--- config.mk ---
export PLATFORM = sky130hd
export DESIGN_NAME = card_dealer
export DESIGN_NICKNAME = d
export VERILOG_FILES = /design/src/rtl/card_dealer.sv
export SDC_FILE = /design/constraint.sdc
export NUM_CORES = 1
export LEC_CHECK = 0
export CORE_MARGIN = 2
export CORE_UTILIZATION = 53
export CTS_CLUSTER_DIAMETER = 200
export CTS_CLUSTER_SIZE = 10
export DETAILED_ROUTE_END_ITERATION = 7
export HOLD_SLACK_MARGIN = 0.03
export MAX_ROUTING_LAYER = met4
export PLACE_DENSITY_LB_ADDON = 0.3
export SYNTH_ARGS = -nofsm -noshare
export SYNTH_HDL_FRONTEND = slang
export SYNTH_SLANG_ARGS = --single-unit
--- constraint.sdc ---
create_clock -name Clock -period 4.7 [get_ports Clock]
set_clock_uncertainty 0.05 [all_clocks]
set_input_delay 0.47 -clock Clock [delete_from_list [all_inputs] [get_ports Clock]]
set_output_delay 0.47 -clock Clock [all_outputs]
set_load 0.05 [all_outputs]
--- src/rtl/card_dealer.sv ---
// ---------------------------------------------------------------------------
// card_dealer
//   Deck source for the Blackjack datapath. Holds a 52-card deck, deals one
//   randomly chosen undealt card per draw request, and presents it on the
//   newCard/cardIn pair used by the sprite path. Dealt cards are tracked in a
//   bitmap until a shuffle returns every card to the deck.
//
//   Optional feature macro: CARD_DEALER_FIXED_ORDER_EN
//     defined   -> candidate index is always 0, so cards come out in idx
//                  order 0..51 (deterministic demo/bench mode)
//     undefined -> candidate index is taken from the 8-bit LFSR
//
// Parameters
//   LFSR_SEED   LFSR load value on reset (0 is replaced by 8'h01)
//
// Ports
//   Clock       in   system clock, rising edge
//   Reset       in   synchronous active-high reset
//   shuffle     in   pulse: return all 52 cards to the deck
//   draw        in   pulse: request one card
//   newCard     out  one-cycle strobe, cardIn valid in the same cycle
//   cardIn      out  {suit[1:0], value[3:0]}, value 1..13
//   busy        out  high while searching for an undealt card
//   deck_empty  out  high when no cards remain
//   cards_left  out  number of undealt cards, 0..52
// ---------------------------------------------------------------------------
module card_dealer #(
  parameter logic [7:0] LFSR_SEED = 8'hA5
) (
  input  logic       Clock,
  input  logic       Reset,
  input  logic       shuffle,
  input  logic       draw,
  output logic       newCard,
  output logic [5:0] cardIn,
  output logic       busy,
  output logic       deck_empty,
  output logic [5:0] cards_left
);

  localparam logic [7:0] SEED_EFF  = (LFSR_SEED == 8'h00) ? 8'h01 : LFSR_SEED;
  localparam logic [5:0] DECK_SIZE = 6'd52;
  localparam logic [5:0] LAST_IDX  = 6'd51;

  typedef enum logic {
    S_IDLE,
    S_SEARCH
  } state_t;

  state_t      r_state;
  state_t      w_state_nxt;
  logic [7:0]  r_lfsr;
  logic [51:0] r_used;
  logic [51:0] w_used_nxt;
  logic [5:0]  r_idx;
  logic [5:0]  w_idx_nxt;
  logic [5:0]  r_cards_left;
  logic [5:0]  w_cards_left_nxt;
  logic [5:0]  r_card;
  logic [5:0]  w_card_nxt;
  logic        r_new;
  logic        w_new_nxt;
  logic [5:0]  w_cand;
  logic        w_lfsr_fb;

  // Deck index -> {suit, value}. value = idx - 13*suit + 1.
  function automatic logic [5:0] f_encode(input logic [5:0] idx);
    logic [1:0] suit;
    logic [5:0] val;
    if (idx < 6'd13) begin
      suit = 2'd0;
      val  = idx + 6'd1;
    end else if (idx < 6'd26) begin
      suit = 2'd1;
      val  = idx - 6'd12;
    end else if (idx < 6'd39) begin
      suit = 2'd2;
      val  = idx - 6'd25;
    end else begin
      suit = 2'd3;
      val  = idx - 6'd38;
    end
    return {suit, val[3:0]};
  endfunction

  // x^8+x^6+x^5+x^4+1 Fibonacci form; from a non-zero seed it never hits 0.
  assign w_lfsr_fb = r_lfsr[7] ^ r_lfsr[5] ^ r_lfsr[4] ^ r_lfsr[3];

`ifdef CARD_DEALER_FIXED_ORDER_EN
  assign w_cand = 6'd0;
`else
  // Fold 52..63 back into range so every LFSR value maps to a legal index.
  assign w_cand = (r_lfsr[5:0] >= DECK_SIZE) ? (r_lfsr[5:0] - DECK_SIZE)
                                             : r_lfsr[5:0];
`endif

  // LFSR free-runs every cycle, independent of the FSM.
  always_ff @(posedge Clock) begin
    if (Reset) begin
      r_lfsr <= SEED_EFF;
    end else begin
      r_lfsr <= {r_lfsr[6:0], w_lfsr_fb};
    end
  end

  always_ff @(posedge Clock) begin
    if (Reset) begin
      r_state      <= S_IDLE;
      r_used       <= '0;
      r_idx        <= '0;
      r_cards_left <= DECK_SIZE;
      r_card       <= '0;
      r_new        <= 1'b0;
    end else begin
      r_state      <= w_state_nxt;
      r_used       <= w_used_nxt;
      r_idx        <= w_idx_nxt;
      r_cards_left <= w_cards_left_nxt;
      r_card       <= w_card_nxt;
      r_new        <= w_new_nxt;
    end
  end

  always_comb begin
    w_state_nxt      = r_state;
    w_used_nxt       = r_used;
    w_idx_nxt        = r_idx;
    w_cards_left_nxt = r_cards_left;
    w_card_nxt       = r_card;
    w_new_nxt        = 1'b0;
    unique case (r_state)
      S_IDLE: begin
        // Shuffle wins over a simultaneous draw; the draw is dropped.
        if (shuffle) begin
          w_used_nxt       = '0;
          w_cards_left_nxt = DECK_SIZE;
        end else if (draw && (r_cards_left != 6'd0)) begin
          w_idx_nxt   = w_cand;
          w_state_nxt = S_SEARCH;
        end
      end
      S_SEARCH: begin
        // Shuffle aborts the search even if the probed card is free.
        if (shuffle) begin
          w_used_nxt       = '0;
          w_cards_left_nxt = DECK_SIZE;
          w_state_nxt      = S_IDLE;
        end else if (!r_used[r_idx]) begin
          w_used_nxt[r_idx] = 1'b1;
          w_card_nxt        = f_encode(r_idx);
          w_new_nxt         = 1'b1;
          w_cards_left_nxt  = r_cards_left - 6'd1;
          w_state_nxt       = S_IDLE;
        end else begin
          // Linear probe with wrap; cards_left > 0 on entry bounds this.
          w_idx_nxt = (r_idx == LAST_IDX) ? 6'd0 : r_idx + 6'd1;
        end
      end
      default: begin
        w_state_nxt = S_IDLE;
      end
    endcase
  end

  assign newCard    = r_new;
  assign cardIn     = r_card;
  assign busy       = (r_state == S_SEARCH);
  assign deck_empty = (r_cards_left == 6'd0);
  assign cards_left = r_cards_left;

endmodule

**Yosys cells after proc, flatten, opt, wreduce, memory -nomap -nowiden**

Cells that the tools add are included.

- $add $sub $neg: 6
- $lt $le $gt $ge: 6
- Equal/unequal tests: 7
- Multiplexer cells: 31
- Bitwise operators: 7
- Reductions and logical operators: 8

Operator list:

| cell | count |
|---|---|
| 52-bit 2-to-1 mux | 3 |
| 52-bit one-hot mux with 2 select lines | 1 |
| 6-bit 2-to-1 mux | 9 |
| 52-bit bitwise OR | 1 |
| 6-bit one-hot mux with 2 select lines | 2 |
| 4-bit 2-to-1 mux | 3 |
| 1-bit 2-to-1 mux | 8 |
| 2-bit inequality test, second input constant | 4 |
| 4-bit subtractor, second input constant | 2 |
| 6-bit by 7-bit less-than comparator with 1-bit output, second input constant | 1 |
| 6-bit by 1-bit adder with 6-bit output, second input constant | 1 |
| 1-bit binary-select mux with 6-bit select | 1 |
| 1-bit demux with 6-bit select | 1 |
| 6-bit == test, second input constant | 1 |
| 6-bit by 1-bit >= comparator with 1-bit output, second input constant | 1 |
| 6-bit >= comparator, second input constant | 1 |
| 6-bit zero test | 1 |
| 6-bit by 4-bit less-than comparator with 1-bit output, second input constant | 1 |
| 6-bit by 5-bit less-than comparator with 1-bit output, second input constant | 1 |
| 6-bit less-than comparator, second input constant | 1 |
| 6-bit nonzero test | 1 |
| 6-bit by 1-bit subtractor with 6-bit output, second input constant | 1 |
| 6-bit subtractor, second input constant | 1 |
| 2-bit 2-to-1 mux | 2 |
| 11 further kinds | 16 |

- Bits in registers: 80
- Input bits: 4
- Output and inout port bits: 15
- Logic and storage cells: 72

**Logic depth before layout (Yosys ltp)**

Gate-level depths: netlist of the first run.

- Word-level depth: 8
- Depth in mapped cells: 9
- Depth with buffers taken out: 8

**Worst setup path after synthesis of the first run**

No wires, ideal clock.

- Path kind: register -> register
- Start: register r_idx[1]
- End: register r_used[3]
- Library setup time: 0.061 ns
- Arrival: 2.419 ns
- Data required time: 4.589 ns
- Slack: 2.169 ns
- Stages on the path, launching flop included: 10
- Buffers on the path: 3
- Period minus slack after synthesis: 2.531 ns
- Cells stage by stage: dfxtp_1 > buf_1 > mux4_2 > a22oi_1 > o221ai_1 > or4_1 > buf_2 > nor2_4 > buf_4 > a32o_1

- Cells in the longest elaborated chain, start to end: 8
- Elaborated cells on any way between the ends: 13
- Classes of those cells: 2 x order compare; 1 x eq/ne; 7 x mux; 1 x bitwise; 2 x reduce/logical

RTL lines:

| what | RTL line | RTL |
|---|---|---|
| from (decl) | 55 | `logic [5:0] r_idx;` |
| from (signal assigned) | 117 | `r_idx <= w_idx_nxt;` |
| 6-bit by 7-bit less-than comparator with 1-bit output (not written as such) / 6-bit by 1-bit >= comparator with 1-bit output (equally long branches) | 149 | `w_used_nxt[r_idx] = 1'b1;` |
| 1-bit logical AND (not written as such) | 149 |  |
| 1-bit 2-to-1 mux (not written as such) | 149 |  |
| 1-bit demux with 6-bit select | 149 |  |
| 52-bit bitwise OR (no line) | n/a |  |
| 52-bit 2-to-1 mux | 148 | `end else if (!r_used[r_idx]) begin` |
| 52-bit 2-to-1 mux | 144 | `if (shuffle) begin` |
| 52-bit one-hot mux with 2 select lines | 131 | `unique case (r_state)` |
| to (signal assigned) | 116 | `r_used <= w_used_nxt;` |
| to (decl) | 53 | `logic [51:0] r_used;` |

Parallel ways exist; a longest one is shown, timed or not. The select of a mux whose other input is x is not followed.
A chain may end at the register's enable or synchronous reset.

**Worst setup path after layout of the first run**

- Start: register r_idx[1]
- End: register r_used[47]

Same word-level chain as after synthesis.

==> metrics.log, run 1 <==
[metrics] Async SR Flop Fraction: 0%
[metrics] Sw Share: 28.26%
[metrics] Final Hold Fails: 0
[metrics] wire length of the first global-routing pass: 14970 um
[metrics] Synth Net Count: 396
[metrics] kind of critical path: register to register
[metrics] Ant. Diodes: 0
[metrics] Synth Instances: 378
[metrics] Arrival @ worst endpoint: between 3 and 4 ns
[metrics] post-detailed-routing wire length: 9099 um
[metrics] Die Span X: roughly 89 um
[metrics] primary flip-flop cell chosen by synthesis mapping: dfxtp_1
[metrics] total core area: 0.006869 mm2
[metrics] Site Rows: 30
[metrics] data required time of the critical path: 4.94 ns
[metrics] element type at the critical path end: register
[metrics] die extent in y: 88.66 um
[metrics] all-layer global routing usage: between 20% and 30%
[metrics] maximum number of pins on one net before global-route repair: 53
[metrics] clock share of power: 34.1%
[metrics] fraction of post-synthesis cell area in the top cell type by area: 42.16%
[metrics] routability-driven placement congestion ratio: 0.9499
[metrics] setup slack after placement: 1.221 ns
[metrics] run status: complete, no violations
[metrics] Finished Layout Cells: 481
[metrics] per-cell routed wire length: 18.92 um
[metrics] number of clock buffers inserted by TritonCTS: 9
[metrics] number of clock sinks: 80
[metrics] power dissipated by switching net loads: 0.3728 mW
[metrics] clock tree root driver cell: clkbuf_8
[metrics] count of cells resized by post-cts repair: 0
[metrics] area share of xor/xnor cells in the synthesized design: 1.383%
[metrics] input/output buffers: 18
[metrics] dominant cell by count in the synthesized netlist: dfxtp_1
[metrics] CTS clk-pin slew, worst paths: 0.08 ns
[metrics] mux contribution to synthesized area: 9.190%
[metrics] ratio of routed vias to standard cells: 6.597
[metrics] fmax: 277.6 MHz
[metrics] Synth area leaders: dfxtp_1 42%, a32o_1 13%, mux4_2 6.5%, ha_1 4.6%, nor2_1 2.5%
[metrics] syn_area_per_cell: 10.05 um2
[metrics] DRC viols: 0
[metrics] number of buffers between clock root and the deepest sink: 2
[metrics] nets: 399
[metrics] insertion delay to the later sink of the worst-skew pair: 0.35 ns
[metrics] Relative slew margins: a little over a third
[metrics] Worst Max-Slew Pin Slew: 0.9480 ns
[metrics] synthesis-to-finish area growth: 9.980%
[metrics] Synth warnings: 0
[metrics] share of the clock period used by the worst path: 76.64%
[metrics] sequential fraction of design power: a little over half
[metrics] cell area after synthesis: between 0.003 and 0.004 mm2
[metrics] Slew Viols, Final: 0
[metrics] First DRT Iteration DRCs: 272
[metrics] sequential share of the synthesized area: 42.16%
[metrics] maximum fanout along the worst path: between 50 and 60
[metrics] Power Density: between 300 and 400 mW/mm2
[metrics] ranking of synthesized cells by instance count: 80 x dfxtp_1, 51 x a32o_1, 25 x nor2_1
[metrics] flop and latch count out of synthesis: 80
[metrics] cts hold-fix bufs: 0
[metrics] CTS tree: built
[metrics] Fill cells: 629
[metrics] distinct cell type count of the synthesized netlist: 50
[metrics] initial antenna violation count: 0
[metrics] remaining antenna violation count: 0
[metrics] final-report setup violation count: 0
[metrics] total of max-cap violations: 0
[metrics] placed cells: 466
[metrics] number of global-route vias before repair: 2911
[metrics] post-CTS repair timing setup buffer count: 0
[metrics] Setup TNS Final: 0 ns
[metrics] basic-gate share of the synthesized area counting and, or, nand and nor cells: ~13%
[metrics] setup repair after global routing missed its margin: no
[metrics] post-layout minimum cycle time: 3.602 ns
[metrics] vias after detailed routing: 3173
[metrics] type of the tightest min-delay check: register to register
[metrics] count of pins on the block boundary: 19
[metrics] depth of the CTS H-tree: 3
[metrics] cell-internal power: 0.9464 mW
[metrics] static leakage: around 1.5 nW
[metrics] starting utilization of the core area: between 50% and 60%
[metrics] number of optimization iterations in the first detailed-route pass: 4
[metrics] worst-case vdd ir drop: 0.2312 mV
[metrics] number of enable-type register cells in the synthesized netlist: 0
[metrics] cell taking the most area after synthesis: dfxtp_1
[metrics] half-perimeter wire length after detailed placement: 5995 um
[metrics] area enclosed by the die boundary: just under 0.008 mm2
[metrics] logic gate share of total power: between 10% and 20%
[metrics] main combinational cell family by area after synthesis: compound AO/OA/AOI/OAI gates
[metrics] Sequential cell area: 0.001602 mm2
[metrics] Compound-Gate Fraction of Synth Area: between 20% and 30%
[metrics] Final WS setup: ~1.1 ns
[metrics] critical path launch point type: register
[metrics] adder-cell area share of the yosys netlist: approximately 4.6%
[metrics] GRT Residual Overflow: 0
[metrics] fraction of layout cells with a size suffix above 1: between 10% and 20%
[metrics] combined area of the multi-input logic cells: 0.002014 mm2
-- sequential cells by signal, summed over array words and instances, names as in the netlist --
signal      flops
r_used         52
r_lfsr          8
cardIn          6
cards_left      6
r_idx           6
busy            1
newCard         1
-- stage by stage --
stage	instance area [um2]	hold slack (ns)	util (%)	power (mW)
6_report	4178	0.3713	60.82	1.319
5_1_grt	4178	0.3923	60.82	1.377
4_1_cts	4178	0.3726	60.82	1.328
3_5_place_dp	4006	0.3522	58.32	0.8816
3_3_place_gp	4006	0.3413	58.32	0.8802
2_1_floorplan	3799	0.3395	-	0.8395
-- layout by cell type (no fill, tap or decap), types with 2 or more instances in the layout --
cell and n:
o22ai_1 3, o21ai_0 9, a21oi_1 17, nor3_1 11
a31oi_1 4, nand2b_1 5, mux4_2 11, xnor2_1 4
or2_2 3, clkbuf_8 10, o31ai_1 4, nand2_1 19
xor2_1 2, a211oi_1 5, o21ai_1 3, clkdlybuf4s50_1 18
inv_1 13, and3_1 10, a32o_1 51, dfxtp_1 80
nor2b_1 4, mux2i_1 9, clkinv_1 3, o211ai_1 4
clkinv_2 2, nor2_4 2, o2111ai_1 3, nand3_1 8
a211o_1 2, nor2_1 24, ha_1 14, clkinvlp_4 2
buf_4 4, o221ai_1 3, o311ai_0 2
-- power by group through the flow --
stage / registers, mW / logic (mW) / clock network (mW)
3_5_place_dp: 0.732 / 0.150 / 0
6_report: 0.717 / 0.153 / 0.450
4_1_cts: 0.716 / 0.151 / 0.461
3_3_place_gp: 0.732 / 0.148 / 0
5_1_grt: 0.720 / 0.168 / 0.490
2_1_floorplan: 0.725 / 0.114 / 0
-- per-layer routing --
layer / part of all wire, % / global-route usage, % / vias to the layer above
met5: 0 / - / -
met4: 2.1 / 9.917 / 0
met3: 6.5 / 5.877 / 15
met2: 46 / 37.31 / 133
met1: 46 / 35.01 / 1558
li1: - / - / 1467
-- cell families after synthesis --
| kind of cell | Yosys count |
|---|---|
| multiplexers | 21 |
| adder cells (fa/ha/maj) | 14 |
| AND/OR/NAND/NOR | 94 |
| XOR/XNOR | 6 |
| flip-flops | 80 |
| AO/OA/AOI/OAI | 117 |
| buffers and inverters | 46 |
-- area by class of cell --
| class | count | area share (%) |
|---|---|---|
| clock buffer | 10 | 3.294 |
| clock inverter | 5 | 0.8086 |
| inverter | 16 | 1.438 |
| multi-input combinational | 252 | 48.22 |
| sequential | 80 | 38.33 |
| tap | 96 | 2.875 |
| timing repair buffer | 22 | 5.031 |
-- worst paths after layout --
kind                   from         end  slack [ns]  cells after the start
hold / removal    r_lfsr[6]   r_lfsr[7]        0.37                      1
setup / recovery   r_idx[1]  r_used[47]        1.10                      7
setup reg to reg   r_idx[1]  r_used[47]        1.10                      7
hold reg to reg   r_lfsr[6]   r_lfsr[7]        0.37                      1
-- worst max-delay path: stages (launching register included) --
cell      delay (ns)
dfxtp_1         0.86
clkinv_1        0.56
mux2i_1         0.30
o32ai_1         0.16
or4_1           0.75
nor2_4          0.13
buf_4           0.44
a32o_1          0.25
Power figures use the tool's default switching activity.
==> run 2, diff against run 1 <==
==> constraint.sdc (replaced) <==
create_clock -name Clock -period 3.1 [get_ports Clock]
set_clock_uncertainty 0.05 [all_clocks]
set_input_delay 0.31 -clock Clock [delete_from_list [all_inputs] [get_ports Clock]]
set_output_delay 0.31 -clock Clock [all_outputs]
set_load 0.05 [all_outputs]
==> metrics.log, run 2 (same netlist as run 1, synthesis figures left out) <==
[metrics] number of clock buffers inserted by TritonCTS: 9 (unchanged)
[metrics] commonest non-fill, non-tap cells in the layout: 80 x dfxtp_1, 51 x a32o_1, 24 x nor2_1, 19 x nand2_1, 18 x clkdlybuf4s50_1 (unchanged)
[metrics] Die Span X: 88.66 um (unchanged)
[metrics] slowest stage delay, CP: 0.75 ns (was 0.86 ns)
[metrics] DRC viols: 0 (unchanged)
[metrics] post-CTS repair timing setup buffer count: 0 (unchanged)
[metrics] standard cell area after detailed placement: 0.004121 mm2 (was 0.004006 mm2)
[metrics] maximum number of pins on one net before global-route repair: 43 (was 53)
[metrics] Sequential cell area: 0.001602 mm2 (unchanged)
[metrics] Relative slew margins: 44.03% (was 36.31%)
[metrics] per-cell routed wire length: 19.12 um (was 18.92 um)
[metrics] Slew Viols, Final: 0 (unchanged)
[metrics] synthesis-to-finish area growth: 14.26% (was 9.980%)
[metrics] GRT Residual Overflow: 0 (unchanged)
[metrics] placed cells: 478 (was 466)
[metrics] data required time of the critical path: 3.35 ns (was 4.94 ns)
[metrics] First DRT Iteration DRCs: 333 (was 272)
[metrics] number of global-route vias before repair: 2922 (was 2911)
[metrics] Arrival @ worst endpoint: 3.20 ns (was 3.85 ns)
[metrics] count of cells resized by post-cts repair: 0 (unchanged)
[metrics] total power of the final layout: 2.185 mW (was 1.319 mW)
[metrics] run status: complete, no violations (unchanged)
[metrics] Worst Max-Slew Pin Slew: 0.8332 ns (was 0.9480 ns)
[metrics] share of the clock period used by the worst path: 95.27% (was 76.64%)
[metrics] CP top delay family: simple AND/OR/NAND/NOR gates (was buffers and inverters)
[metrics] final core utilization: 63.19% (was 60.82%)
[metrics] vias after detailed routing: 3277 (was 3173)
[metrics] wire length of the first global-routing pass: 15320 um (was 14970 um)
[metrics] worst-case vdd ir drop: 0.3471 mV (was 0.2312 mV)
[metrics] number of clock sinks: 80 (unchanged)
[metrics] number of optimization iterations in the first detailed-route pass: 6 (was 4)
[metrics] critical path buffer and inverter count: 2 (unchanged)
[metrics] flip-flop count of the largest register, all copies and words added: 52 (unchanged)
[metrics] cell type of the slowest stage on the worst timing path: or4_1 (was dfxtp_1)
[metrics] fraction of layout cells with a size suffix above 1: 12.81% (was 10.13%)
[metrics] input/output buffers: 18 (unchanged)
[metrics] initial antenna violation count: 0 (unchanged)
[metrics] depth of the CTS H-tree: 3 (unchanged)
[metrics] Ant. Diodes: 0 (unchanged)
[metrics] CTS clk-pin slew, worst paths: 0.08 ns (about the same)
[metrics] element type at the critical path end: register (unchanged)
[metrics] Finished Layout Cells: 494 (was 481)
[metrics] CTS tree: built (unchanged)
[metrics] die extent in y: 88.66 um (unchanged)
[metrics] number of buffers between clock root and the deepest sink: 2 (unchanged)
[metrics] half-perimeter wire length after detailed placement: 6457 um (was 5995 um)
[metrics] Final Hold Fails: 0 (unchanged)
[metrics] Post-Layout Inst Area: 0.004340 mm2 (was 0.004178 mm2)
[metrics] type of the tightest min-delay check: register to register (unchanged)
[metrics] critical path cell sequence: buf_4 -> mux4_2 -> mux2i_1 -> o32ai_1 -> or4_1 -> nor2_4 -> buf_12 -> a32o_1 (was clkinv_1 -> mux2i_1 -> o32ai_1 -> or4_1 -> nor2_4 -> buf_4 -> a32o_1)
[metrics] top flop regs: r_used: 52 flops, r_lfsr: 8 flops (unchanged)
[metrics] final-report setup violation count: 0 (unchanged)
[metrics] all-layer global routing usage: 26.61% (was 25.77%)
[metrics] Setup TNS Final: 0 ns (unchanged)
[metrics] commonest non-fill, non-tap cell in the layout: dfxtp_1 (unchanged)
[metrics] total of max-cap violations: 0 (unchanged)
[metrics] count of pins on the block boundary: 19 (unchanged)
[metrics] total core area: 0.006869 mm2 (unchanged)
[metrics] clock tree root driver cell: clkbuf_8 (unchanged)
[metrics] combined area of the multi-input logic cells: 0.002014 mm2 (unchanged)
[metrics] routability-driven placement congestion ratio: 0.9573 (was 0.9499)
[metrics] insertion delay to the later sink of the worst-skew pair: 0.36 ns (was 0.35 ns)
[metrics] fmax: 338.6 MHz (was 277.6 MHz)
[metrics] maximum fanout along the worst path: 42 (was 52)
[metrics] critical path launch point type: register (unchanged)
[metrics] kind of critical path: register to register (unchanged)
[metrics] post-detailed-routing wire length: 9444 um (was 9099 um)
[metrics] nets: 411 (was 399)
[metrics] ratio of routed vias to standard cells: 6.634 (was 6.597)
[metrics] Top reg by flops: r_used (unchanged)
[metrics] static leakage: 1.592 nW (was 1.500 nW)
[metrics] starting utilization of the core area: 55.30% (unchanged)
[metrics] Fill cells: 577 (was 629)
[metrics] remaining antenna violation count: 0 (unchanged)
[metrics] Power Density: 503.5 mW/mm2 (was 315.8 mW/mm2)
[metrics] Site Rows: 30 (unchanged)
[metrics] setup repair after global routing missed its margin: no (unchanged)
[metrics] area enclosed by the die boundary: 0.007861 mm2 (unchanged)
[metrics] post-layout minimum cycle time: 2.953 ns (was 3.602 ns)
[metrics] cts hold-fix bufs: 0 (unchanged)
## run 2: cell type report
cell class	count	area share, %
clock inverters	6	2.104
inverters	16	1.384
well taps	96	2.767
clock buffers	10	2.940
repair buffers	34	7.495
flip-flops and latches	80	36.90
multi-input cells	252	46.41
## run 2: report_power, final
part	leakage, nW	switching, mW	internal [mW]	total (mW)
registers	0.648	0.0280	1.05	1.07
logic	0.833	0.167	0.0971	0.264
clock network	0.111	0.390	0.458	0.848
total	1.59	0.584	1.60	2.19
## run 2: worst paths after layout
check            start          to  slack [ns]  cells after the start
max           r_idx[0]  r_used[12]        0.15                      8
min          r_lfsr[6]   r_lfsr[7]        0.37                      1
max reg2reg   r_idx[0]  r_used[12]        0.15                      8
min reg2reg  r_lfsr[6]   r_lfsr[7]        0.37                      1
## run 2: metrics by stage
step / setup WS, ns / hold WS [ns]
final: 0.1466 / 0.3687
after global routing: 0.01996 / 0.3834
after CTS: 0.1670 / 0.3744
after detailed placement: 0.1853 / 0.3494
after global placement: 0.2576 / 0.3514
after floorplan: 0.5695 / 0.3395
## run 2: per-layer routing
layer / vias to the layer above / global-route usage, % / wire, um
met5: - / - / 0
li1: 1494 / - / -
met4: 0 / 8.264 / 72
met2: 170 / 39.62 / 4466
met3: 8 / 6.343 / 773
met1: 1605 / 35.86 / 4130
==> run 3, diff against run 2 <==
--- a/config.mk
+++ b/config.mk
@@ -5,9 +5,10 @@
 export SDC_FILE = /design/constraint.sdc
 export NUM_CORES = 1
 export LEC_CHECK = 0
+export CELL_PAD_IN_SITES_DETAIL_PLACEMENT = 0
+export CELL_PAD_IN_SITES_GLOBAL_PLACEMENT = 1
 export CORE_MARGIN = 2
-export CORE_UTILIZATION = 53
-export CTS_CLUSTER_DIAMETER = 200
+export CORE_UTILIZATION = 43
 export CTS_CLUSTER_SIZE = 10
 export DETAILED_ROUTE_END_ITERATION = 7
 export HOLD_SLACK_MARGIN = 0.03
==> metrics.log, run 3 (same netlist as run 1, synthesis figures left out) <==
[metrics] area enclosed by the die boundary: 0.009602 mm2 (was 0.007861 mm2)
[metrics] GRT Residual Overflow: 0 (unchanged)
[metrics] First DRT Iteration DRCs: 195 (was 333)
[metrics] CTS clk-pin slew, worst paths: 0.09 ns (was 0.08 ns)
[metrics] cell-internal power: 1.763 mW (was 1.601 mW)
[metrics] fraction of layout cells with a size suffix above 1: 13.72% (was 12.81%)
[metrics] clock tree root driver cell: clkbuf_8 (unchanged)
[metrics] nets: 414 (was 411)
[metrics] critical path launch point type: register (unchanged)
[metrics] vias after detailed routing: 3230 (was 3277)
[metrics] clock share of power: 43.3% (was 38.8%)
[metrics] number of buffers between clock root and the deepest sink: 2 (unchanged)
[metrics] number of optimization iterations in the first detailed-route pass: 5 (was 6)
[metrics] type of the tightest min-delay check: register to register (unchanged)
[metrics] logic gate share of total power: 11.1% (was 12.1%)
[metrics] count of pins on the block boundary: 19 (unchanged)
[metrics] Die Span X: 97.99 um (was 88.66 um)
[metrics] Worst Max-Slew Pin Slew: 0.7788 ns (was 0.8332 ns)
[metrics] number of clock buffers inserted by TritonCTS: 9 (unchanged)
[metrics] sequential fraction of design power: 45.5% (was 49.1%)
[metrics] Post-Layout Inst Area: 0.004413 mm2 (was 0.004340 mm2)
[metrics] insertion delay to the later sink of the worst-skew pair: 0.37 ns (was 0.36 ns)
[metrics] cell type of the slowest stage on the worst timing path: dfxtp_1 (was or4_1)
[metrics] run status: complete, no violations (unchanged)
[metrics] power dissipated by switching net loads: 0.6007 mW (was 0.5844 mW)
[metrics] post-CTS repair timing setup buffer count: 0 (unchanged)
[metrics] register-to-register setup slack: 0.22 ns (was 0.15 ns)
[metrics] total of max-cap violations: 0 (unchanged)
[metrics] critical path buffer and inverter count: 3 (was 2)
[metrics] Fill cells: 831 (was 577)
[metrics] data required time of the critical path: 3.36 ns (was 3.35 ns)
[metrics] initial antenna violation count: 0 (unchanged)
[metrics] depth of the CTS H-tree: 3 (unchanged)
[metrics] slowest stage delay, CP: 0.72 ns (was 0.75 ns)
[metrics] Setup TNS Final: 0 ns (unchanged)
[metrics] kind of critical path: register to register (unchanged)
[metrics] critical path cell sequence: clkinv_1 -> buf_4 -> mux2i_1 -> o32ai_1 -> or4_1 -> nor2_4 -> buf_4 -> a32o_1 (was buf_4 -> mux4_2 -> mux2i_1 -> o32ai_1 -> or4_1 -> nor2_4 -> buf_12 -> a32o_1)
[metrics] hold path startpoint: r_lfsr[6] (unchanged)
[metrics] die extent in y: 97.99 um (was 88.66 um)
[metrics] post-detailed-routing wire length: 10140 um (was 9444 um)
[metrics] Sw Share: 25.41% (was 26.74%)
[metrics] Min Hold Slack: 0.3627 ns (was 0.3687 ns)
[metrics] reg-to-reg critical path startpoint: r_idx[1] (was r_idx[0])
[metrics] number of clock sinks: 80 (unchanged)
[metrics] Power Density: 535.6 mW/mm2 (was 503.5 mW/mm2)
[metrics] Arrival @ worst endpoint: 3.14 ns (was 3.20 ns)
[metrics] starting utilization of the core area: 43.99% (was 55.30%)
[metrics] maximum fanout along the worst path: 29 (was 42)
[metrics] half-perimeter wire length after detailed placement: 6903 um (was 6457 um)
[metrics] remaining antenna violation count: 0 (unchanged)
[metrics] maximum number of pins on one net before global-route repair: 36 (was 43)
[metrics] CTS tree: built (unchanged)
[metrics] post-layout minimum cycle time: 2.876 ns (was 2.953 ns)
[metrics] commonest non-fill, non-tap cell in the layout: dfxtp_1 (unchanged)
[metrics] final-report setup violation count: 0 (unchanged)
[metrics] routability-driven placement congestion ratio: 0.8365 (was 0.9573)
[metrics] Relative slew margins: 47.68% (was 44.03%)
[metrics] count of cells resized by post-cts repair: 0 (unchanged)
[metrics] cell repeated most along the worst path: buf_4
[metrics] number of global-route vias before repair: 3078 (was 2922)
[metrics] DRC viols: 0 (unchanged)
[metrics] worst hold stages: 1 (unchanged)
[metrics] Hold EP: r_lfsr[7] (unchanged)
[metrics] flip-flop count of the largest register, all copies and words added: 52 (unchanged)
[metrics] synthesis-to-finish area growth: 16.17% (was 14.26%)
[metrics] element type at the critical path end: register (unchanged)
[metrics] fmax: 347.7 MHz (was 338.6 MHz)
[metrics] share of the clock period used by the worst path: 92.78% (was 95.27%)
[metrics] worst-case vdd ir drop: 0.3189 mV (was 0.3471 mV)
[metrics] Final Hold Fails: 0 (unchanged)
[metrics] Slew Viols, Final: 0 (unchanged)
[metrics] top flop regs: r_used: 52 flops, r_lfsr: 8 flops (unchanged)
[metrics] ratio of routed vias to standard cells: 6.346 (was 6.634)
[metrics] all-layer global routing usage: 22.39% (was 26.61%)
[metrics] setup repair after global routing missed its margin: no (unchanged)
[metrics] Ant. Diodes: 0 (unchanged)
[metrics] number of cells on the worst reg-to-reg path: 8 (unchanged)
[metrics] static leakage: 1.626 nW (was 1.592 nW)
[metrics] Site Rows: 34 (was 30)
[metrics] per-cell routed wire length: 19.93 um (was 19.12 um)
[metrics] commonest non-fill, non-tap cells in the layout: 80 x dfxtp_1, 51 x a32o_1, 24 x nor2_1, 19 x nand2_1 (was 80 x dfxtp_1, 51 x a32o_1, 24 x nor2_1, 19 x nand2_1, 18 x clkdlybuf4s50_1)
[metrics] wire length of the first global-routing pass: 16440 um (was 15320 um)
[metrics] total core area: 0.008636 mm2 (was 0.006869 mm2)
[metrics] r2r endpoint: r_used[4] (was r_used[12])
[metrics] Top reg by flops: r_used (unchanged)
[metrics] cts hold-fix bufs: 0 (unchanged)
[metrics] CP top delay family: simple AND/OR/NAND/NOR gates (unchanged)
[metrics] input/output buffers: 18 (unchanged)
[metrics] standard cell area after detailed placement: 0.004146 mm2 (was 0.004121 mm2)
==> run 3: layout make-up <==
| class | count | area, um2 | share of cell area (%) |
|---|---|---|---|
| tap | 108 | 135.1 | 3.062 |
| multi-input combinational | 252 | 2014 | 45.65 |
| clock inverter | 7 | 142.6 | 3.232 |
| sequential | 80 | 1602 | 36.29 |
| timing repair buffer | 37 | 335.3 | 7.599 |
| clock buffer | 9 | 123.9 | 2.807 |
| inverter | 16 | 60.06 | 1.361 |
==> run 3: metal layers <==
layer	part of all wire (%)	track usage, %	vias to the layer above	wire length [um]
met2	46	33.46	101	4706
met5	0	-	-	0
met4	2.1	7.265	0	214
met1	46	30.15	1617	4617
met3	6.0	5.154	17	604
li1	-	-	1495	-
==> run 3: worst max path at each step <==
stage	startpoint	end	slack, ns	cells past startpoint
2_1_floorplan	r_idx[1]	r_used[3]	0.57	9
3_3_place_gp	r_idx[2]	r_used[6]	0.35	7
3_5_place_dp	r_idx[1]	r_used[4]	0.29	8
4_1_cts	r_idx[1]	r_used[38]	0.25	8
5_1_grt	r_idx[1]	r_used[38]	0.05	8
6_report	r_idx[1]	r_used[4]	0.22	8
==> run 3: metrics by stage <==
stage / power [mW] / setup WS, ns / cells / util [%]
2_1_floorplan: 1.273 / 0.5695 / 378 / -
3_3_place_gp: 1.359 / 0.3512 / 493 / 48.02
6_report: 2.364 / 0.2238 / 509 / 51.10
3_5_place_dp: 1.361 / 0.2907 / 493 / 48.02
5_1_grt: 2.452 / 0.05319 / 509 / 51.10
4_1_cts: 2.380 / 0.2512 / 509 / 51.10
==> run 3: power groups by stage <==
stage | logic [mW] | registers (mW) | clock network [mW]
after global routing | 0.288 | 1.08 | 1.08
after floorplan | 0.174 | 1.10 | 0
after detailed placement | 0.260 | 1.10 | 0
final | 0.263 | 1.08 | 1.02
after CTS | 0.262 | 1.08 | 1.04
after global placement | 0.260 | 1.10 | 0
